File: config.mk
export PLATFORM = sky130hd
export DESIGN_NAME = shift_reg_n
export DESIGN_NICKNAME = d
export VERILOG_FILES = /design/src/rtl/shift_reg_n_pkg.sv /design/src/rtl/shift_reg_n_cnt.sv /design/src/rtl/shift_reg_n.sv
export SDC_FILE = /design/constraint.sdc
export NUM_CORES = 1
export LEC_CHECK = 0
export CORE_MARGIN = 2
export CORE_UTILIZATION = 30
export CTS_BUF_LIST = sky130_fd_sc_hd__clkbuf_16
export DETAILED_ROUTE_END_ITERATION = 10
export GPL_TIMING_DRIVEN = 1
export PLACE_DENSITY = 0.66
export SYNTH_ARGS = -nofsm -noshare
export SYNTH_HDL_FRONTEND = slang
export SYNTH_SLANG_ARGS = --single-unit
File: constraint.sdc
create_clock -name clk -period 2.7 [get_ports clk]
set_clock_uncertainty 0.05 [all_clocks]
set_input_delay 0.54 -clock clk [delete_from_list [all_inputs] [get_ports clk]]
set_output_delay 0.54 -clock clk [all_outputs]
set_load 0.1 [all_outputs]
File: src/rtl/shift_reg_n_pkg.sv
// Shared types and limits for the parametrised universal shift register.
package shift_reg_n_pkg;

   typedef enum logic [1:0] {
      MODE_HOLD  = 2'd0,
      MODE_LOAD  = 2'd1,
      MODE_LEFT  = 2'd2,
      MODE_RIGHT = 2'd3
   } mode_t;

   localparam int MAX_WIDTH = 64;

   function automatic int cnt_width(input int width);
      return $clog2(width + 1);
   endfunction

endpackage

File: src/rtl/shift_reg_n_cnt.sv
// Frame counter: counts shifts since the last clear/load and pulses done
// for one cycle after the WIDTH-th shift of each frame.
module shift_reg_n_cnt
   import shift_reg_n_pkg::*;
#(
   parameter int WIDTH = 8,
   localparam int CNT_W = cnt_width(WIDTH)
) (
   input  logic             clk,
   input  logic             rst,
   input  logic             clr,
   input  logic             inc,
   output logic [CNT_W-1:0] cnt,
   output logic             done
);

   localparam logic [CNT_W-1:0] LAST_CNT = CNT_W'(WIDTH - 1);

   logic [CNT_W-1:0] cnt_r;
   logic [CNT_W-1:0] cnt_nxt_s;
   logic             done_r;
   logic             done_nxt_s;

   // Next counter value; the frame wraps with no gap cycle.
   always_comb begin
      cnt_nxt_s  = cnt_r;
      done_nxt_s = 1'b0;
      if (clr) begin
         cnt_nxt_s = {CNT_W{1'b0}};
      end else if (inc) begin
         if (cnt_r == LAST_CNT) begin
            cnt_nxt_s  = {CNT_W{1'b0}};
            done_nxt_s = 1'b1;
         end else begin
            cnt_nxt_s = cnt_r + CNT_W'(1);
         end
      end else begin
         cnt_nxt_s = cnt_r;
      end
   end

   // Counter and done pulse registers.
   always_ff @(posedge clk) begin
      if (rst) begin
         cnt_r  <= {CNT_W{1'b0}};
         done_r <= 1'b0;
      end else begin
         cnt_r  <= cnt_nxt_s;
         done_r <= done_nxt_s;
      end
   end

   assign cnt  = cnt_r;
   assign done = done_r;

endmodule

File: src/rtl/shift_reg_n.sv
// Parametrised universal shift register with registered serial output and
// frame counter. Define SHIFT_REG_N_ROTATE_EN to enable rotate via rot_i.
module shift_reg_n
   import shift_reg_n_pkg::*;
#(
   parameter int WIDTH = 8,
   localparam int CNT_W = cnt_width(WIDTH)
) (
   input  logic             clk,
   input  logic             rst,
   input  logic             clear_i,
   input  logic [1:0]       mode_i,
   input  logic             D,
   input  logic             rot_i,
   input  logic [WIDTH-1:0] par_i,
   output logic [WIDTH-1:0] P,
   output logic             so_o,
   output logic [CNT_W-1:0] cnt_o,
   output logic             done_o
);

   mode_t            mode_s;
   logic [WIDTH-1:0] p_r;
   logic [WIDTH-1:0] p_nxt_s;
   logic             so_r;
   logic             so_nxt_s;
   logic             left_in_s;
   logic             right_in_s;
   logic             cnt_clr_s;
   logic             cnt_inc_s;

   assign mode_s = mode_t'(mode_i);

`ifdef SHIFT_REG_N_ROTATE_EN
   // Rotate feeds the bit leaving the register back into the vacated end.
   always_comb begin
      if (rot_i) begin
         left_in_s  = p_r[WIDTH-1];
         right_in_s = p_r[0];
      end else begin
         left_in_s  = D;
         right_in_s = D;
      end
   end
`else
   logic unused_rot_s;
   assign unused_rot_s = rot_i;
   assign left_in_s    = D;
   assign right_in_s   = D;
`endif

   // Next data register and serial output for the selected mode.
   always_comb begin
      p_nxt_s  = p_r;
      so_nxt_s = so_r;
      case (mode_s)
         MODE_HOLD: begin
            p_nxt_s  = p_r;
            so_nxt_s = so_r;
         end
         MODE_LOAD: begin
            p_nxt_s  = par_i;
            so_nxt_s = so_r;
         end
         MODE_LEFT: begin
            p_nxt_s  = {p_r[WIDTH-2:0], left_in_s};
            so_nxt_s = p_r[WIDTH-1];
         end
         MODE_RIGHT: begin
            p_nxt_s  = {right_in_s, p_r[WIDTH-1:1]};
            so_nxt_s = p_r[0];
         end
         default: begin
            p_nxt_s  = p_r;
            so_nxt_s = so_r;
         end
      endcase
   end

   // Counter control: clear wins over any shift on the same edge.
   always_comb begin
      cnt_clr_s = clear_i;
      cnt_inc_s = 1'b0;
      if (clear_i) begin
         cnt_inc_s = 1'b0;
      end else begin
         case (mode_s)
            MODE_LOAD:  cnt_clr_s = 1'b1;
            MODE_LEFT:  cnt_inc_s = 1'b1;
            MODE_RIGHT: cnt_inc_s = 1'b1;
            default:    cnt_inc_s = 1'b0;
         endcase
      end
   end

   // Data register and serial output.
   always_ff @(posedge clk) begin
      if (rst) begin
         p_r  <= {WIDTH{1'b0}};
         so_r <= 1'b0;
      end else if (clear_i) begin
         p_r  <= {WIDTH{1'b0}};
         so_r <= 1'b0;
      end else begin
         p_r  <= p_nxt_s;
         so_r <= so_nxt_s;
      end
   end

   shift_reg_n_cnt #(
      .WIDTH (WIDTH)
   ) u_cnt (
      .clk  (clk),
      .rst  (rst),
      .clr  (cnt_clr_s),
      .inc  (cnt_inc_s),
      .cnt  (cnt_o),
      .done (done_o)
   );

   assign P    = p_r;
   assign so_o = so_r;

endmodule

==> summary.md <==
At the worst endpoint, the required time is 2.82 ns. Summed over all failing endpoints, the final setup total negative slack is 0 ns. After layout, the worst path uses 71.3% of the clock period. The worst path setup slack after routing was 0.776 ns; the number of placement rows was 17. Dividing the synthesized area by the synthesized cell count gives 12.0 sq um. The floorplan step set the die height to 52.2 microns. The most critical setup path has its startpoint at mode_i[1]. Nature of the critical path startpoint: an input pin. The tools report the number of pins exceeding their max-slew limit in the final report as 0. Routability-driven placement finished with a final weighted congestion of 0.712. The area growth from synthesis to final layout came out at 48.8%. The tools report the reg-to-reg startpoint as P[2]. The share of the yosys chip area belonging to registers is 40.2%, and the largest driver fanout on the critical path is 10. The width of the die was 52.2 microns; the final layout net count was 105. The flow ran to the end, and the final reports show no timing, DRC or antenna violations. Class of the tightest hold or removal check: reg -> reg. Measured in cells, the most critical reg-to-reg path has a length of 2.

Entering global routing, the biggest net connects 12 pins. The startpoint identified for the worst hold timing path is u_cnt.cnt[3]. In the synthesized netlist, the number of instances is 58. The overall die area was 2720 sq um. The longest clock path from root to sink contains 2 buffers.

The clock buffer count from CTS is 3. The number of buffers inserted by post-CTS setup repair was 0; the number of clock sinks was 14. The number of nets in the synthesized netlist is 74. The first TritonRoute pass finished after 4 iterations. TritonCTS built the clock tree. Including well taps, the total number of placed cells is 112. The number of antenna violations at the first check in global routing is 0. The run gives 0 as the remaining design rule violation count. The number of synthesized register bits works out to 14. The worst hold path was traced through 2 stages. Across all hold checks on the routed design, the worst slack comes to 0.466 ns. The share of layout cells above drive strength 1 was 30.7%; the total wire length after detailed routing was 1560 microns. The root buffer cell chosen for the clock tree is clkbuf_16. After synthesis, the netlist uses 23 different library cells.

The logs give 0 for the count of final hold-check violations and 1040 sq um for the total non-filler cell area in the finished layout. The logs give 579 for the via count of the routed design and 0 for the diode insertion count for antenna repair. The cell with the biggest individual delay on the critical path was clkdlybuf4s50_1. The synthesized netlist occupies a cell area of 697 sq um. In this run the power density over the cells is 573 nW/um^2. The setup path with the least slack is of type in -> reg. In this run the static leakage power is 0.421 nW.

The critical path goes through clkdlybuf4s50_1 -> buf_4 -> nor2b_1 -> nand3_1 -> a31oi_1. Clock-pin slew was measured on the worst setup and hold paths at 0.05 ns. Setup-violating endpoint count in the final report: 0. The completed layout was analyzed and its total power is 594 uW.

The number of levels the H-tree was split into was 1; the final design utilization was 46.9%. On the worst path, the slowest cell contributes a delay of 0.74 ns. During placement, the flow inserted port buffers numbering 27. The highest achievable clock rate came out at 520 MHz. Total placed instance area: 958 sq um. Max-cap violations in this run came to 0. The Yosys warning count was 0; the final critical delay including setup and external delays was 1.92 ns.

The count of cells in the finished layout, fillers not included, comes to 116. Setup repair after global routing left no endpoint under its margin. The HPWL reported at the end of detailed placement came out at 1090 microns. The routed via count divided by cell count is 4.99, and the number of top-level pins is 29. At the placement stage, the worst setup path has a slack of 0.543 ns.

The total area inside the core boundary comes to 2210 sq um. For this configuration, the core starts out at a cell density of 31.5%. At the pin with the least slew margin, the transition time is 0.468 ns.

Buffers inserted to repair hold after CTS numbered 0. For the worst relative slew slack, the log shows 68.7%. The via count of the first global-routing pass came out at 489. The count of nets left with antenna violations once routing finished came out at 0. The routed length per placed instance came out at 13.4 microns. VDD sags by at most 342 uV.

The worst setup path is captured at a flip-flop. The first global-routing pass estimated 2280 microns of wire. At the later pin of the worst-skew pair, clock insertion delay measures 0.24 ns. The critical path data arrival time is 2.04 ns, and the total congestion overflow after global routing is 0.

Once the clock tree was built, the resizer swapped 0 gates to a different size. The detailed router finished its first iteration with 2 violations. Global routing used 12.3% of the available tracks.
cells in the mapped netlist:
cell	count	area [sq um]
dfxtp_1	14	280
a22oi_1	1	7.51
nor2b_1	2	12.5
mux4_1	1	26.3
mux4_2	7	158
mux2i_1	1	10.0
and2_1	8	50.1
or2_2	1	6.26
nand2_1	2	7.51
nor3b_1	2	15.0
buf_4	1	7.51
nand2b_1	1	6.26
o21ai_0	2	10.0
nor2_1	3	11.3
a21oi_1	3	15.0
ha_1	1	12.5
buf_6	1	11.3
and4b_1	1	10.0
nand3b_1	2	15.0
a31oi_1	1	6.26
a311oi_1	1	8.76
buf_2	1	5.00
nand3_1	1	5.00
state kept, by name, indices dropped and copies added (netlist names):
| name | count |
|---|---|
| P | 8 |
| u_cnt.done | 1 |
| so_o | 1 |
| u_cnt.cnt | 4 |
metal layers:
metal / part of all wire (%) / wire length [microns] / track usage [%]
met5: 0 / 0 / 0
met2: 47 / 734 / 17.1
met4: 1.9 / 29 / 7.69
met3: 6.4 / 99 / 4.29
met1: 45 / 695 / 16.2
layout make-up:
class / count / area (sq um)
Clock inverter: 1 / 3.75
Tap cell: 28 / 35.0
Timing Repair Buffer: 29 / 250
Clock buffer: 3 / 75.1
Sequential cell: 14 / 280
Multi-Input combinational cell: 41 / 393
Fill cell: 213 / 1170
cell families (layout without fill, tap and decap cells):
logic type / Yosys count / after routing / share of synthesized area, %
and+or+nand+nor: 23 / 23 / 19.9
DFF: 14 / 14 / 40.2
muxes: 9 / 9 / 27.8
AOI/OAI and AO/OA: 8 / 8 / 6.82
buffers and inverters: 3 / 33 / 3.41
adders and majority gates: 1 / 1 / 1.80
critical path, delay by kind of cell:
kind | cells | cell delay (ns)
simple gates | 2 | 0.34
buf+inv | 2 | 0.99
compound gates | 1 | 0.17
power by group:
group,leakage (nW),switching [mW],internal [mW]
Clock,0.0385,0.0848,0.196
Sequential,0.114,0.00468,0.212
Combinational,0.269,0.0541,0.0428
Total,0.421,0.144,0.451
path summary, 6_finish.rpt:
path                  end  slack (ns)
max          u_cnt.cnt[3]        0.78
min          u_cnt.cnt[3]        0.47
min reg2reg  u_cnt.cnt[3]        0.47
max reg2reg          P[1]        1.58
placed cells by master, fill, tap and decap left out:
master,n
a21oi_1,3
a22oi_1,1
a311oi_1,1
a31oi_1,1
and2_1,8
and4b_1,1
buf_4,16
clkbuf_16,3
clkdlybuf4s50_1,13
clkinv_1,1
dfxtp_1,14
ha_1,1
mux2i_1,1
mux4_1,1
mux4_2,7
nand2_1,2
nand2b_1,1
nand3_1,1
nand3b_1,2
nor2_1,3
nor2b_1,2
nor3b_1,2
o21ai_0,2
or2_2,1
(Power assumes the default switching activity.)
